`src/rtl/decode_stage_nwide.sv`:
```
// rtl/decode_stage_nwide.sv - N-wide registered decode stage with intra-bundle hazard splitting
//
// Purpose: accepts a bundle of ISSUE_WIDTH instructions and decodes each lane into
// op/des/s1/s2/imm. When a lane reads or writes a register that an earlier lane in
// the same beat writes, the bundle is split over several output beats.
//
// Ports:
//   i_clk, i_rst            clock (rising edge), asynchronous active-high reset
//   i_in_valid/o_in_ready   bundle handshake
//   i_in_lane_valid         per-lane occupancy of the offered bundle
//   i_in_instr              lane i at [i*INSTR_W +: INSTR_W]
//   o_out_valid/i_out_ready decoded beat handshake
//   o_out_lane_valid        lanes carried by the current beat
//   o_out_op/des/s1/s2/imm  per-lane decoded fields (zero for lanes not carried)
//   o_out_split             more beats of the same bundle follow this one
module decode_stage_nwide #(
  parameter int ISSUE_WIDTH = 2,
  parameter int INSTR_W     = 32,
  parameter int OP_W        = 4,
  parameter int REG_W       = 4,
  parameter int IMM_W       = 5
) (
  input  logic                           i_clk,
  input  logic                           i_rst,
  input  logic                           i_in_valid,
  output logic                           o_in_ready,
  input  logic [ISSUE_WIDTH-1:0]         i_in_lane_valid,
  input  logic [ISSUE_WIDTH*INSTR_W-1:0] i_in_instr,
  output logic                           o_out_valid,
  input  logic                           i_out_ready,
  output logic [ISSUE_WIDTH-1:0]         o_out_lane_valid,
  output logic [ISSUE_WIDTH*OP_W-1:0]    o_out_op,
  output logic [ISSUE_WIDTH*REG_W-1:0]   o_out_des,
  output logic [ISSUE_WIDTH*REG_W-1:0]   o_out_s1,
  output logic [ISSUE_WIDTH*REG_W-1:0]   o_out_s2,
  output logic [ISSUE_WIDTH*IMM_W-1:0]   o_out_imm,
  output logic                           o_out_split
);

  localparam int OP_LO  = INSTR_W - OP_W;
  localparam int DES_LO = OP_LO - REG_W;
  localparam int S1_LO  = DES_LO - REG_W;
  localparam int S2_LO  = S1_LO - REG_W;
  localparam int IMM_LO = S2_LO - IMM_W;

  typedef enum logic {ST_IDLE, ST_HOLD} state_t;

  state_t                         r_state, w_state_nxt;
  logic [ISSUE_WIDTH-1:0]         r_pend_mask, w_pend_nxt;
  logic [ISSUE_WIDTH*INSTR_W-1:0] r_bundle;

  logic                           r_out_valid;
  logic                           r_out_split;
  logic [ISSUE_WIDTH-1:0]         r_out_lane_valid;
  logic [ISSUE_WIDTH*OP_W-1:0]    r_out_op;
  logic [ISSUE_WIDTH*REG_W-1:0]   r_out_des, r_out_s1, r_out_s2;
  logic [ISSUE_WIDTH*IMM_W-1:0]   r_out_imm;

  logic                           w_load, w_accept, w_hit, w_stop, w_unused;
  logic [ISSUE_WIDTH*INSTR_W-1:0] w_src_instr;
  logic [ISSUE_WIDTH-1:0]         w_src_mask, w_sel, w_remain;
  logic [OP_W-1:0]                w_op  [ISSUE_WIDTH];
  logic [REG_W-1:0]               w_des [ISSUE_WIDTH];
  logic [REG_W-1:0]               w_s1  [ISSUE_WIDTH];
  logic [REG_W-1:0]               w_s2  [ISSUE_WIDTH];
  logic [IMM_W-1:0]               w_imm [ISSUE_WIDTH];

  // Output register may take a new beat when it is empty or being drained.
  assign w_load     = !r_out_valid || i_out_ready;
  assign o_in_ready = !i_rst && (r_state == ST_IDLE) && w_load;
  assign w_accept   = i_in_valid && o_in_ready;

  // Bypass: while idle, the incoming bundle is decoded in the same cycle it is
  // accepted so hazard-free bundles stream at one per cycle.
  assign w_src_instr = (r_state == ST_IDLE) ? i_in_instr : r_bundle;
  assign w_src_mask  = (r_state == ST_IDLE) ? (w_accept ? i_in_lane_valid : '0)
                                            : (w_load ? r_pend_mask : '0);
  assign w_unused    = ^w_src_instr;

  always_comb begin
    for (int i = 0; i < ISSUE_WIDTH; i++) begin
      w_op[i]  = w_src_instr[i*INSTR_W + OP_LO  +: OP_W];
      w_des[i] = w_src_instr[i*INSTR_W + DES_LO +: REG_W];
      w_s1[i]  = w_src_instr[i*INSTR_W + S1_LO  +: REG_W];
      w_s2[i]  = w_src_instr[i*INSTR_W + S2_LO  +: REG_W];
      w_imm[i] = w_src_instr[i*INSTR_W + IMM_LO +: IMM_W];
    end
  end

  // Greedy beat selection: lowest pending lane always goes; each later pending
  // lane joins unless one of its registers matches a des already selected.
  // The first conflict ends the beat, so lanes stay in program order.
  always_comb begin
    w_sel  = '0;
    w_stop = 1'b0;
    w_hit  = 1'b0;
    for (int i = 0; i < ISSUE_WIDTH; i++) begin
      w_hit = 1'b0;
      for (int k = 0; k < ISSUE_WIDTH; k++) begin
        if (k < i && w_sel[k] &&
            (w_des[k] == w_des[i] || w_des[k] == w_s1[i] || w_des[k] == w_s2[i])) begin
          w_hit = 1'b1;
        end
      end
      if (w_src_mask[i] && !w_stop) begin
        if (w_hit) begin
          w_stop = 1'b1;
        end else begin
          w_sel[i] = 1'b1;
        end
      end
    end
  end

  assign w_remain = w_src_mask & ~w_sel;

  always_comb begin
    w_state_nxt = r_state;
    w_pend_nxt  = r_pend_mask;
    case (r_state)
      ST_IDLE: begin
        if (w_accept && (w_remain != '0)) begin
          w_state_nxt = ST_HOLD;
          w_pend_nxt  = w_remain;
        end
      end
      ST_HOLD: begin
        if (w_load) begin
          w_pend_nxt = w_remain;
          if (w_remain == '0) begin
            w_state_nxt = ST_IDLE;
          end
        end
      end
      default: w_state_nxt = ST_IDLE;
    endcase
  end

  always_ff @(posedge i_clk or posedge i_rst) begin
    if (i_rst) begin
      r_state     <= ST_IDLE;
      r_pend_mask <= '0;
      r_bundle    <= '0;
    end else begin
      r_state     <= w_state_nxt;
      r_pend_mask <= w_pend_nxt;
      if (w_accept) begin
        r_bundle <= i_in_instr;
      end
    end
  end

  always_ff @(posedge i_clk or posedge i_rst) begin
    if (i_rst) begin
      r_out_valid      <= 1'b0;
      r_out_split      <= 1'b0;
      r_out_lane_valid <= '0;
      r_out_op         <= '0;
      r_out_des        <= '0;
      r_out_s1         <= '0;
      r_out_s2         <= '0;
      r_out_imm        <= '0;
    end else if (w_load) begin
      r_out_valid      <= (w_sel != '0);
      r_out_split      <= (w_remain != '0);
      r_out_lane_valid <= w_sel;
      for (int i = 0; i < ISSUE_WIDTH; i++) begin
        r_out_op[i*OP_W +: OP_W]    <= w_sel[i] ? w_op[i]  : '0;
        r_out_des[i*REG_W +: REG_W] <= w_sel[i] ? w_des[i] : '0;
        r_out_s1[i*REG_W +: REG_W]  <= w_sel[i] ? w_s1[i]  : '0;
        r_out_s2[i*REG_W +: REG_W]  <= w_sel[i] ? w_s2[i]  : '0;
        r_out_imm[i*IMM_W +: IMM_W] <= w_sel[i] ? w_imm[i] : '0;
      end
    end
  end

  assign o_out_valid      = r_out_valid;
  assign o_out_split      = r_out_split;
  assign o_out_lane_valid = r_out_lane_valid;
  assign o_out_op         = r_out_op;
  assign o_out_des        = r_out_des;
  assign o_out_s1         = r_out_s1;
  assign o_out_s2         = r_out_s2;
  assign o_out_imm        = r_out_imm;

endmodule

```
`config.mk`:
```
export PLATFORM = sky130hd
export DESIGN_NAME = decode_stage_nwide
export DESIGN_NICKNAME = d
export VERILOG_FILES = /design/src/rtl/decode_stage_nwide.sv
export SDC_FILE = /design/constraint.sdc
export NUM_CORES = 1
export LEC_CHECK = 0
export CAP_MARGIN = 20
export CORE_UTILIZATION = 46
export DETAILED_ROUTE_END_ITERATION = 16
export PLACE_DENSITY_LB_ADDON = 0.12
export SETUP_SLACK_MARGIN = 0.4
export SLEW_MARGIN = 20
export SYNTH_ARGS = -nofsm -noshare
export SYNTH_HDL_FRONTEND = slang
export SYNTH_SLANG_ARGS = --single-unit
```
`constraint.sdc`:
```
create_clock -name i_clk -period 3.2 [get_ports i_clk]
set_input_delay 0.64 -clock i_clk [delete_from_list [all_inputs] [get_ports i_clk]]
set_output_delay 0.64 -clock i_clk [all_outputs]
set_load 0.02 [all_outputs]
```
Word-level counts from Yosys, hierarchy flattened
Cells that the tools add are included.

Bits in registers: 113. Input port bits: 70. Output and inout bits: 47.

Equality and inequality tests: 5. Muxes and demuxes: 25. Bitwise gates (word level): 3. Reductions and logical operators: 14.

Operator list (count): $mux W64 (1); $mux W4 (8); $eq A4 B4 Y1 (3); $mux W2 (5); $mux W5 (2); $mux W1 (7); $logic_and A1 B1 Y1 (5); $ne A2 B1 Y1 const B (2); $pmux W2 S2 (1); $reduce_bool A2 Y1 (2); $logic_or A1 B1 Y1 (3); $and A2 B2 Y2 (1); $logic_not A1 Y1 (2); $logic_not A2 Y1 (1); $not A2 Y2 (1); $pmux W1 S2 (1); $reduce_and A2 Y1 (1); $not A1 Y1 (1).

Longest topological paths before layout
Gate-level depths: netlist of the first run.

Depth after elaboration: 17. Mapped depth: 9.

Worst setup path after synthesis of the first run
OpenSTA, ideal clock, no wires.

Path kind: input-to-output. From: in i_out_ready. To: out o_in_ready. Data arrival time: 1539 ps. Required time: 2560 ps. Path slack: 1021 ps. Stages: 4. Path buffers: 2. Path through: nor2b_1 > clkbuf_1 > buf_1 > nor3_1.

Longest elaborated chain between the ends: 2.

Ends and longest elaborated chain: start: declaration (RTL line 30) `input logic i_out_ready,`; $logic_or A1 B1 Y1 (RTL line 69) `assign w_load = !r_out_valid || i_out_ready;`; $logic_and A1 B1 Y1 (RTL line 70) `assign o_in_ready = !i_rst && (r_state == ST_IDLE) && w_load;`; end: declaration (RTL line 26) `output logic o_in_ready,`.

No other way between the ends.

Worst setup path in the final report of the first run
From: in i_rst. To: out o_in_ready.

Longest elaborated chain between the ends: 3.

Ends and longest elaborated chain: start: declaration (RTL line 24) `input logic i_rst,`; $logic_not A1 Y1 (no line); $logic_and A1 B1 Y1 (2 in series) (RTL line 70).

No other way between the ends.

==> impl_metrics.sql, run 1 <==
INSERT INTO impl_metrics (metric_group, metric, value, unit) VALUES
('critical_path', 'crit_path_cell_trace', 'clkdlybuf4s50_1 > nor3_1 > clkdlybuf4s50_1', ''),
('detailed_routing', 'num_vias', '2989', ''),
('floorplanning', 'dieWidth', '91.8', 'um'),
('detailed_routing', 'drt.antenna.violating_nets', '0', ''),
('clock_network', 'cts.reportedPaths.clkPinSlew', '0.07', 'ns'),
('power_and_ir_drop', 'p_per_area', '485', 'nW/um^2'),
('grt', 'grt_pass1_wl', '14.9', 'mm'),
('place', 'dp_hpwl', '6.05', 'mm'),
('detailed_routing', 'routed_via_density', '5.48', ''),
('final_layout', 'final_cell_mix', '94 x sky130_fd_sc_hd__clkdlybuf4s50_1, 90 x sky130_fd_sc_hd__nand2_1, 73 x sky130_fd_sc_hd__dfrtp_1', ''),
('logic_synthesis', 'synth_fp_nets', '428', ''),
('critical_path', 'critPathTopFamily', 'buffers and inverters', ''),
('clock_network', 'post_cts_buffers', '0', ''),
('logic_synthesis', 'yosysWarnings', '0', ''),
('power_and_ir_drop', 'static-leakage-power', '2.12', 'nW'),
('timing', 'clock-skew-final', '0.0124', 'ns'),
('detailed_routing', 'drt_drc_violations_left', '0', ''),
('timing', 'slew_violations', '0', ''),
('logic_synthesis', 'synth_enable_flop_cells', '0', ''),
('critical_path', 'worst-r2r-cell-count', '6', ''),
('power_and_ir_drop', 'power_frac_comb', '19.5', '%'),
('critical_path', 'cp_slowest_stage_delay', '0.64', 'ns'),
('timing', 'tightest_slew', '0.654', 'ns'),
('critical_path', 'timing_worst_setup_path_type', 'in -> out', ''),
('place', 'gp_routability_congestion', '0.767', ''),
('logic_synthesis', 'synthesis.area_per_instance', '10.4', 'sq um'),
('place', 'buffer_ports.inserted', '94', ''),
('power_and_ir_drop', 'sequentialPowerShare', '45.6', '%'),
('job', 'max-cap-violations', '0', ''),
('logic_synthesis', 'netlist_top_cells_area', 'sky130_fd_sc_hd__dfrtp_1 49%, sky130_fd_sc_hd__nand2_1 9.1%, sky130_fd_sc_hd__mux2_2 6.4%, sky130_fd_sc_hd__a32oi_1 5.0%, sky130_fd_sc_hd__a22o_1 4.0%', ''),
('final_layout', 'insertedDiodeCount', '0', ''),
('floorplanning', 'placementRows', '32', ''),
('final_layout', 'most_frequent_standard_cell_in_the_layout_excluding_fill_and_tap_cells', 'sky130_fd_sc_hd__clkdlybuf4s50_1', ''),
('outcome', 'run_status', 'complete, no violations', ''),
('logic_synthesis', 'sequential_cell_area_fraction_in_the_yosys_report', '49.3', '%'),
('power_and_ir_drop', 'worst_voltage_drop_across_the_vdd_grid', '300', 'uV'),
('logic_synthesis', 'ys.flop_type', 'sky130_fd_sc_hd__dfrtp_1', ''),
('grt', 'grtUsageTotal', '22.5', '%'),
('worst_hold_path', 'hold-path-endpoint', 'r_bundle[45]$_DFFE_PP0N_', ''),
('critical_path', 'timing.critical_path.from_type', 'input port', ''),
('timing', 'grt_setup_unrepaired', 'false', ''),
('timing', 'setup_viol', '0', ''),
('clock_network', 'number_of_buffers_created_by_cts', '9', ''),
('critical_path', 'r2r-start', 'r_state$_DFF_PP0_', ''),
('critical_path', 'worst-endpoint-required', '2.56', 'ns'),
('clock_network', 'cts-resized-gates', '0', ''),
('floorplanning', 'die_y', '91.8', 'um'),
('logic_synthesis', 'postSynthCellCount', '358', ''),
('detailed_routing', 'wl_per_cell', '16.7', 'um'),
('floorplanning', 'core_region_area', '7770', 'sq um'),
('clock_network', 'clock_latency_on_the_worst_skew_pair', '0.34', 'ns'),
('timing', 'number_of_hold_violations_in_the_final_report', '0', ''),
('critical_path', 'critical_path_peak_fanout', '3', ''),
('grt', 'antenna_found_initial', '0', ''),
('timing', 'timing.final.crit_period', '2.62', 'ns'),
('critical_path', 'critPathSlowestCell', 'sky130_fd_sc_hd__clkdlybuf4s50_1', ''),
('final_layout', 'design.final.nets', '508', ''),
('logic_synthesis', 'synthesis.area', '3710', 'sq um'),
('grt', 'first_global_vias', '2940', ''),
('logic_synthesis', 'synth.ff_latch_count', '73', ''),
('timing', 'postLayoutSetupSlackWorst', '0.576', 'ns'),
('timing', 'setup_total_negative_slack', '0', 'ns'),
('timing', 'fmax', '381', 'MHz'),
('floorplanning', 'die_area', '8420', 'sq um'),
('logic_synthesis', 'synth_top_area_cell', 'sky130_fd_sc_hd__dfrtp_1', ''),
('power_and_ir_drop', 'power.switching', '0.653', 'mW'),
('critical_path', 'timing.rr.end', 'o_out_s2[2]$_DFFE_PP0N_', ''),
('timing', 'final_min_period_over_clock_period', '82.0', '%'),
('power_and_ir_drop', 'power', '2.36', 'mW'),
('grt', 'overflow', '0', ''),
('critical_path', 'setup_crit_end_kind', 'output port', '');
==> synthesized netlist by cell type, types with 4 or more instances <==
library cell,instances
sky130_fd_sc_hd__o21ai_0,4
sky130_fd_sc_hd__a22o_1,17
sky130_fd_sc_hd__xor2_1,13
sky130_fd_sc_hd__buf_4,4
sky130_fd_sc_hd__clkbuf_2,5
sky130_fd_sc_hd__nand2_1,90
sky130_fd_sc_hd__mux2i_1,5
sky130_fd_sc_hd__mux2_2,21
sky130_fd_sc_hd__nand3_1,23
sky130_fd_sc_hd__a32oi_1,21
sky130_fd_sc_hd__clkbuf_1,8
sky130_fd_sc_hd__buf_6,10
sky130_fd_sc_hd__xnor2_1,11
sky130_fd_sc_hd__buf_2,6
sky130_fd_sc_hd__buf_1,4
sky130_fd_sc_hd__o21ai_1,12
sky130_fd_sc_hd__dfrtp_1,73
sky130_fd_sc_hd__o21ai_2,12
==> stage by stage <==
step | util [%] | cell area (sq um) | cells | hold slack (ns)
4_1_cts | 62.7 | 4870 | 545 | 0.479
6_report | 62.7 | 4870 | 545 | 0.478
3_5_place_dp | 59.8 | 4640 | 529 | 0.461
3_3_place_gp | 59.8 | 4640 | 529 | 0.453
5_1_grt | 62.7 | 4870 | 545 | 0.501
2_1_floorplan | - | 3710 | 358 | 0.440
==> worst reg2reg max path, cell delays in order, from the launching register on <==
cell and delay [ns]:
sky130_fd_sc_hd__dfrtp_1 0.40, sky130_fd_sc_hd__buf_4 0.24, sky130_fd_sc_hd__nor2_4 0.12, sky130_fd_sc_hd__and3_1 0.21
sky130_fd_sc_hd__buf_4 0.20, sky130_fd_sc_hd__and2_1 0.57, sky130_fd_sc_hd__a22o_1 0.23
==> area by class of cell <==
type | count | area, sq um
Clock inverter | 4 | 73.8
Clock buffer | 12 | 155
Sequential cell | 73 | 1830
Tap cell | 102 | 128
Inverter | 2 | 7.51
Multi-Input combinational cell | 246 | 1640
Timing Repair Buffer | 106 | 1040
Fill cell | 676 | 2900
==> state kept, by name (all words and copies together), names as in the netlist <==
name	count
o_out_des	8
o_out_imm	10
o_out_lane_valid	2
o_out_op	8
o_out_s1	8
o_out_s2	8
o_out_split	1
o_out_valid	1
r_bundle	25
r_pend_mask	1
r_state	1
==> worst max path at each step <==
stage                   startpoint                       end  slack, ns  depth (start not counted)
floorplan                    i_rst  o_out_des[0]$_DFFE_PP0N_       0.71                          1
global placement    i_in_instr[25]   o_out_s1[6]$_DFFE_PP0N_       0.47                          7
detailed placement  i_in_instr[25]  o_out_imm[7]$_DFFE_PP0N_       0.47                          7
CTS                          i_rst                o_in_ready       0.57                          3
global route                 i_rst                o_in_ready       0.52                          3
finish                       i_rst                o_in_ready       0.58                          3
==> power groups by stage <==
| stage | sequential, mW | combinational, mW | clock [mW] |
|---|---|---|---|
| 4_1_cts | 1.08 | 0.465 | 0.840 |
| 3_3_place_gp | 1.09 | 0.456 | 0 |
| 5_1_grt | 1.09 | 0.503 | 0.880 |
| 3_5_place_dp | 1.10 | 0.462 | 0 |
| 2_1_floorplan | 1.11 | 0.264 | 0 |
| 6_report | 1.08 | 0.460 | 0.826 |
==> kinds of logic after synthesis <==
family | Yosys count | synth area share (%)
AOI/OAI and AO/OA | 71 | 15.3
DFF | 73 | 49.3
muxes | 27 | 8.34
xor gates and xnor gates | 24 | 5.67
and+or+nand+nor | 124 | 14.7
buffers and inverters | 39 | 6.75
==> routing by layer <==
metal / vias to the layer above / part of all wire (%) / routed length (um) / GRT usage (%)
li1: 1409 / - / - / -
met1: 1496 / 46 / 4200 / 32.5
met2: 76 / 48 / 4400 / 34.1
met3: 8 / 4.2 / 385 / 3.81
met4: 0 / 1.1 / 103 / 8.07
met5: - / 0 / 0 / 0
No activity file was read; power rests on OpenSTA's default activity.
==> inputs of run 2 (changes only) <==
Settings changed: CORE_UTILIZATION 46 to 42.
Clock period 3.2 ns to 2.2 ns, I/O delays scaled along.
==> run 2 against run 1 <==
Count of clock-buffer cells in the layout down 2. Hold slack got worse by 0.16 ns. Register-to-register slack worse by 0.73 ns. Setup slack lost 0.15 ns. Combinational power grew 64%. Non-clock buffer count rose by 22. Cell area increased by 8.8%.
==> impl_metrics.sql, run 2 (synthesis gave the netlist of run 1 again) <==
INSERT INTO impl_metrics (metric_group, metric, value, unit) VALUES
('outcome', 'run_status', 'complete, no violations', ''),
('critical_path', 'timing_worst_setup_path_type', 'reg -> out', ''),
('clock_network', 'tritoncts', 'done', ''),
('floorplanning', 'placementRows', '33', ''),
('grt', 'overflow', '0', ''),
('final_layout', 'area_delta_synth_final', '43.0', '%'),
('place', 'buffer_ports.inserted', '94', ''),
('detailed_routing', 'wl_per_cell', '17.9', 'um'),
('final_layout', 'insertedDiodeCount', '0', ''),
('clock_network', 'cts.reportedPaths.clkPinSlew', '0.08', 'ns'),
('critical_path', 'critPathTopFamily', 'buffers and inverters', ''),
('power_and_ir_drop', 'power', '3.50', 'mW'),
('clock_network', 'number_of_buffers_created_by_cts', '9', ''),
('detailed_routing', 'drt_iter0_drc', '161', ''),
('timing', 'slew_violations', '0', ''),
('grt', 'first_global_vias', '3032', ''),
('timing', 'hold_slack', '0.322', 'ns'),
('job', 'max-cap-violations', '0', ''),
('floorplanning', 'dieWidth', '96.0', 'um'),
('detailed_routing', 'drt_drc_violations_left', '0', ''),
('final_layout', 'largest_register_by_flop_count', 'r_bundle', ''),
('power_and_ir_drop', 'static-leakage-power', '2.63', 'nW'),
('clock_network', 'clockRootBuffer', 'sky130_fd_sc_hd__clkbuf_8', ''),
('clock_network', 'clock_latency_on_the_worst_skew_pair', '0.35', 'ns'),
('place', 'placed_instance_area', '4820', 'sq um'),
('timing', 'fmax', '564', 'MHz'),
('critical_path', 'crit_path_cell_trace', 'clkdlybuf4s50_1', ''),
('floorplanning', 'io_pins', '117', ''),
('timing', 'setup_viol', '0', ''),
('critical_path', 'setup_crit_end_kind', 'output port', ''),
('final_layout', 'drive_above_1_share', '21.5', '%'),
('clock_network', 'htreeDepth', '3', ''),
('timing', 'clock-skew-final', '0.00996', 'ns'),
('floorplanning', 'core_region_area', '8380', 'sq um'),
('critical_path', 'critPathSlowestCell', 'sky130_fd_sc_hd__clkdlybuf4s50_1', ''),
('power_and_ir_drop', 'sequentialPowerShare', '45.0', '%'),
('power_and_ir_drop', 'share_of_total_power_in_the_clock_network', '33.4', '%'),
('place', 'gp_routability_congestion', '0.752', ''),
('power_and_ir_drop', 'p_per_area', '660', 'nW/um^2'),
('floorplanning', 'die_y', '96.0', 'um'),
('detailed_routing', 'detailedRoute.firstPassIterationCount', '4', ''),
('clock_network', 'hold_buffers', '0', ''),
('timing', 'grt_setup_unrepaired', 'true', ''),
('clock_network', 'cts_num_sinks', '73', ''),
('detailed_routing', 'routed_via_density', '5.49', ''),
('timing', 'timing.final.crit_period', '1.77', 'ns'),
('critical_path', 'cp_num_buf_inv', '1', ''),
('grt', 'antenna_found_initial', '0', ''),
('power_and_ir_drop', 'power.switching', '1.01', 'mW'),
('timing', 'tightest_slew', '0.547', 'ns'),
('critical_path', 'cp_slowest_stage_delay', '0.64', 'ns'),
('grt', 'grtUsageTotal', '22.4', '%'),
('timing', 'setup_total_negative_slack', '0', 'ns'),
('final_layout', 'final_util', '63.2', '%'),
('detailed_routing', 'totalWireLength', '10.2', 'mm'),
('timing', 'number_of_hold_violations_in_the_final_report', '0', ''),
('final_layout', 'most_frequent_standard_cell_in_the_layout_excluding_fill_and_tap_cells', 'sky130_fd_sc_hd__nand2_1', ''),
('clock_network', 'max-clock-path-buffers', '2', ''),
('worst_hold_path', 'hold_path_class', 'in -> async', ''),
('place', 'dp_hpwl', '6.50', 'mm'),
('critical_path', 'worst_setup_path_startpoint', 'o_out_des[6]$_DFFE_PP0N_', ''),
('power_and_ir_drop', 'worst_voltage_drop_across_the_vdd_grid', '354', 'uV'),
('power_and_ir_drop', 'internal_power', '2.49', 'mW'),
('final_layout', 'final_cell_mix', '90 x sky130_fd_sc_hd__nand2_1, 71 x sky130_fd_sc_hd__dfrtp_1, 62 x sky130_fd_sc_hd__clkdlybuf4s50_1', ''),
('final_layout', 'largest_reg_flops', '25', ''),
('critical_path', 'worst-endpoint-required', '1.76', 'ns'),
('timing', 'slew_headroom', '63.5', '%'),
('final_layout', 'design.final.nets', '530', ''),
('timing', 'final_min_period_over_clock_period', '80.5', '%'),
('grt', 'grt_max_degree', '47', ''),
('power_and_ir_drop', 'netSwitchingFraction', '29.0', '%'),
('power_and_ir_drop', 'power_frac_comb', '21.6', '%'),
('grt', 'grt_pass1_wl', '15.4', 'mm'),
('critical_path', 'timing.critical_path.from_type', 'flip-flop', ''),
('detailed_routing', 'num_vias', '3128', ''),
('critical_path', 'critical_path_peak_fanout', '2', ''),
('final_layout', 'postLayoutCellArea', '5300', 'sq um'),
('critical_path', 'r2r-start', 'r_state$_DFF_PP0_', ''),
('floorplanning', 'floorplan.initialDensity', '44.2', '%'),
('critical_path', 'cp_data_arrival_time', '1.33', 'ns'),
('floorplanning', 'die_area', '9210', 'sq um'),
('detailed_routing', 'drt.antenna.violating_nets', '0', '');
==> run 2: changes by cell type in the layout (fill, tap and decap cells not counted), sizes merged <==
cell / before / now
clkbuf: 12 / 14
dlymetal6s2s: 0 / 23
clkdlybuf4s15: 0 / 1
clkdlybuf4s50: 94 / 62
buf: 12 / 31
dlygate4sd2: 0 / 7
inv: 3 / 1
clkinvlp: 0 / 3
clkinv: 1 / 2
==> run 2: final cells by class <==
type	instances	area, sq um
timing repair buffer	128	1420
fill	702	3080
clock buffer	10	128
tap	105	131
inverter	2	11.3
multi-input combinational	246	1680
sequential	73	1830
clock inverter	6	92.6
==> run 2: path summary, 6_finish.rpt <==
kind / depth (start not counted) / slack (ns) / endpoint
max: 1 / 0.43 / o_out_des[6]
min: 3 / 0.32 / o_out_lane_valid[0]$_DFFE_PP0N_
max reg2reg: 5 / 0.44 / r_state$_DFF_PP0_
min reg2reg: 2 / 0.47 / o_out_des[3]$_DFFE_PP0N_
max in group asynchronous: 4 / 1.35 / r_bundle[25]$_DFFE_PP0N_
min in group i_clk: 3 / 0.40 / r_bundle[50]$_DFFE_PP0N_
==> run 2: what timing repair did <==
| action | CTS | global route |
|---|---|---|
| setup endpoints to repair | 44 | 44 |
| gates cloned | 2 | 3 |
| buffers inserted | 1 | 2 |
| endpoints found under the hold margin | 0 | 0 |
| pin swaps | 2 | 4 |
| resized for setup | 13 | 38 |
==> run 2: layer usage <==
layer | part of all wire, % | global-route usage (%)
met1 | 46 | 31.8
met2 | 47 | 34.2
met3 | 5.3 | 3.63
met4 | 1.4 | 8.33
met5 | 0 | 0
==> run 2: power groups by stage <==
stage	logic (mW)	clock network [mW]	registers, mW
after floorplan	0.385	0	1.61
after global placement	0.705	0	1.59
after detailed placement	0.718	0	1.59
after global routing	0.819	1.25	1.59
after CTS	0.738	1.19	1.57
final	0.756	1.17	1.57
==> run 2: through the flow <==
step	worst slack, ns	std cells
5_1_grt	0.384	570
2_1_floorplan	0.431	358
6_report	0.428	570
3_5_place_dp	-0.111	546
3_3_place_gp	-0.0994	546
4_1_cts	0.287	565
==> inputs of run 3 (changes only) <==
Settings changed: CORE_UTILIZATION 42 to 46.
Clock period 2.2 ns to 1.8 ns, I/O delays scaled along.
==> run 3 against run 2 <==
Sequential power grew 22%. Register-to-register slack worse by 0.34 ns. Setup slack worse by 0.33 ns. Utilization increased by 8.1 points. Count of clock-buffer cells in the layout grew 3.
==> impl_metrics.sql, run 3 (synthesis gave the netlist of run 1 again) <==
INSERT INTO impl_metrics (metric_group, metric, value, unit) VALUES
('grt', 'grt_max_degree', '74', ''),
('power_and_ir_drop', 'power.switching', '1.31', 'mW'),
('detailed_routing', 'drt.antenna.violating_nets', '0', ''),
('job', 'max-cap-violations', '0', ''),
('final_layout', 'most_frequent_standard_cell_in_the_layout_excluding_fill_and_tap_cells', 'sky130_fd_sc_hd__nand2_1', ''),
('final_layout', 'insertedDiodeCount', '0', ''),
('timing', 'slew_violations', '0', ''),
('power_and_ir_drop', 'static-leakage-power', '2.57', 'nW'),
('final_layout', 'design.final.nets', '564', ''),
('timing', 'setup_total_negative_slack', '0', 'ns'),
('floorplanning', 'io_pins', '117', ''),
('detailed_routing', 'wl_per_cell', '18.6', 'um'),
('detailed_routing', 'totalWireLength', '11.2', 'mm'),
('power_and_ir_drop', 'power_frac_comb', '25.1', '%'),
('floorplanning', 'placementRows', '32', ''),
('place', 'dp_hpwl', '6.37', 'mm'),
('critical_path', 'cp_data_arrival_time', '1.98', 'ns'),
('timing', 'slew_headroom', '73.1', '%'),
('power_and_ir_drop', 'worst_voltage_drop_across_the_vdd_grid', '481', 'uV'),
('grt', 'first_global_vias', '3294', ''),
('clock_network', 'clockRootBuffer', 'sky130_fd_sc_hd__clkbuf_8', ''),
('timing', 'number_of_hold_violations_in_the_final_report', '0', ''),
('power_and_ir_drop', 'share_of_total_power_in_the_clock_network', '29.6', '%'),
('clock_network', 'max-clock-path-buffers', '2', ''),
('grt', 'overflow', '0', ''),
('worst_hold_path', 'hold_path_class', 'in -> async', ''),
('floorplanning', 'die_area', '8420', 'sq um'),
('timing', 'final_min_period_over_clock_period', '94.7', '%'),
('critical_path', 'setup_crit_end_kind', 'flip-flop', ''),
('detailed_routing', 'num_vias', '3287', ''),
('timing', 'tightest_slew', '0.404', 'ns'),
('floorplanning', 'die_y', '91.8', 'um'),
('clock_network', 'clock_latency_on_the_worst_skew_pair', '0.35', 'ns'),
('clock_network', 'tritoncts', 'done', ''),
('timing', 'fmax', '587', 'MHz'),
('critical_path', 'critical_path_peak_fanout', '6', ''),
('power_and_ir_drop', 'internal_power', '2.93', 'mW'),
('clock_network', 'cts.reportedPaths.clkPinSlew', '0.09', 'ns'),
('critical_path', 'worst-endpoint-required', '2.08', 'ns'),
('timing', 'clock-skew-final', '0.0113', 'ns'),
('floorplanning', 'dieWidth', '91.8', 'um'),
('final_layout', 'area_delta_synth_final', '49.4', '%'),
('final_layout', 'final_cells', '601', ''),
('floorplanning', 'core_region_area', '7770', 'sq um'),
('clock_network', 'number_of_buffers_created_by_cts', '9', ''),
('final_layout', 'largest_register_by_flop_count', 'r_bundle', ''),
('final_layout', 'final_cell_mix', '88 x sky130_fd_sc_hd__nand2_1, 69 x sky130_fd_sc_hd__dfrtp_1, 45 x sky130_fd_sc_hd__buf_4', ''),
('power_and_ir_drop', 'netSwitchingFraction', '30.8', '%'),
('critical_path', 'timing_worst_setup_path_type', 'in -> reg', ''),
('place', 'gp_routability_congestion', '0.780', ''),
('power_and_ir_drop', 'p_per_area', '765', 'nW/um^2'),
('outcome', 'run_status', 'complete, no violations', ''),
('floorplanning', 'floorplan.initialDensity', '47.7', '%'),
('place', 'buffer_ports.inserted', '94', ''),
('detailed_routing', 'routed_via_density', '5.47', ''),
('power_and_ir_drop', 'sequentialPowerShare', '45.3', '%'),
('grt', 'antenna_found_initial', '0', ''),
('final_layout', 'layout.filler_cells', '593', ''),
('timing', 'timing.final.crit_period', '1.70', 'ns'),
('timing', 'grt_setup_unrepaired', 'true', ''),
('clock_network', 'htreeDepth', '3', ''),
('clock_network', 'cts_num_sinks', '73', ''),
('timing', 'setup_viol', '0', ''),
('place', 'dp_cells', '557', ''),
('grt', 'grt_pass1_wl', '16.9', 'mm'),
('detailed_routing', 'drt_iter0_drc', '219', ''),
('critical_path', 'timing.critical_path.from_type', 'input port', ''),
('grt', 'grtUsageTotal', '25.9', '%'),
('final_layout', 'largest_reg_flops', '25', ''),
('detailed_routing', 'drt_drc_violations_left', '0', ''),
('final_layout', 'drive_above_1_share', '42.3', '%'),
('detailed_routing', 'detailedRoute.firstPassIterationCount', '4', '');
run 3: cell types whose count changed in the layout (fill, tap and decap cells not counted), sizes merged, moves of 16 or more:
cell / change
clkdlybuf4s50: -27
clkbuf: +27
clkdlybuf4s15: +16
buf: +41
dlymetal6s2s: -22
run 3: cell type report:
class / count / area [sq um] / share of cell area, %
multi-input cells: 246 / 1870 / 33.7
flip-flops and latches: 73 / 1830 / 33.1
repair buffers: 162 / 1510 / 27.2
clock buffers: 13 / 169 / 3.05
well taps: 102 / 128 / 2.30
clock inverters: 3 / 23.8 / 0.429
inverters: 2 / 11.3 / 0.203
run 3: power groups by stage:
| stage | combinational [mW] | clock, mW | sequential (mW) |
|---|---|---|---|
| 6_report | 1.07 | 1.25 | 1.92 |
| 5_1_grt | 1.14 | 1.33 | 1.93 |
| 4_1_cts | 0.999 | 1.26 | 1.91 |
| 3_5_place_dp | 0.902 | 0 | 1.95 |
| 3_3_place_gp | 0.885 | 0 | 1.94 |
| 2_1_floorplan | 0.472 | 0 | 1.97 |
run 3: through the flow:
step / setup WS, ns / instance area, sq um / total power [mW] / hold slack [ns] / util (%)
after floorplan: 0.201 / 3730 / 2.44 / 0.440 / -
after global placement: -0.303 / 4910 / 2.82 / 0.451 / 63.3
after detailed placement: -0.319 / 4910 / 2.85 / 0.462 / 63.3
after CTS: 0.177 / 5460 / 4.17 / 0.449 / 70.3
after global routing: 0.0345 / 5540 / 4.41 / 0.462 / 71.3
final: 0.0951 / 5540 / 4.24 / 0.417 / 71.3
run 3: worst paths after layout:
kind | end | slack, ns | from | depth (start not counted)
worst max-delay path | o_out_imm[5]$_DFFE_PP0N_ | 0.1 | i_in_instr[48] | 7
min in group i_clk | r_bundle[50]$_DFFE_PP0N_ | 0.42 | i_in_instr[50] | 4
worst min register to register | r_bundle[44]$_DFFE_PP0N_ | 0.48 | r_bundle[44]$_DFFE_PP0N_ | 2
worst max register to register | o_out_imm[5]$_DFFE_PP0N_ | 0.1 | r_bundle[25]$_DFFE_PP0N_ | 7
max in group asynchronous | r_bundle[24]$_DFFE_PP0N_ | 1.03 | i_rst | 4
worst min-delay path | o_out_split$_DFFE_PP0N_ | 0.42 | i_rst | 4
run 3: critical path: stages:
cell and delay [ns]:
sky130_fd_sc_hd__clkdlybuf4s50_1 0.56, sky130_fd_sc_hd__xor2_2 0.24, sky130_fd_sc_hd__nor4_4 0.07, sky130_fd_sc_hd__o21ai_4 0.31, sky130_fd_sc_hd__buf_6 0.18, sky130_fd_sc_hd__nand3_1 0.11, sky130_fd_sc_hd__o21ai_2 0.15
run 3: layer usage:
layer | part of all wire, % | wire, um | global-route usage [%]
met1 | 43 | 4780 | 35.6
met2 | 51 | 5710 | 42.1
met4 | 1.9 | 215 | 10.0
met3 | 4.5 | 503 | 3.15
met5 | 0 | 0 | 0
run 3: timing repair:
action                     in CTS  in global routing
setup endpoints to repair     111                 77
hold buffers                    0                  0
pin swaps                      16                 16
gates resized for setup       170                 61
cloned                          4                  1
buffers inserted                9                 14
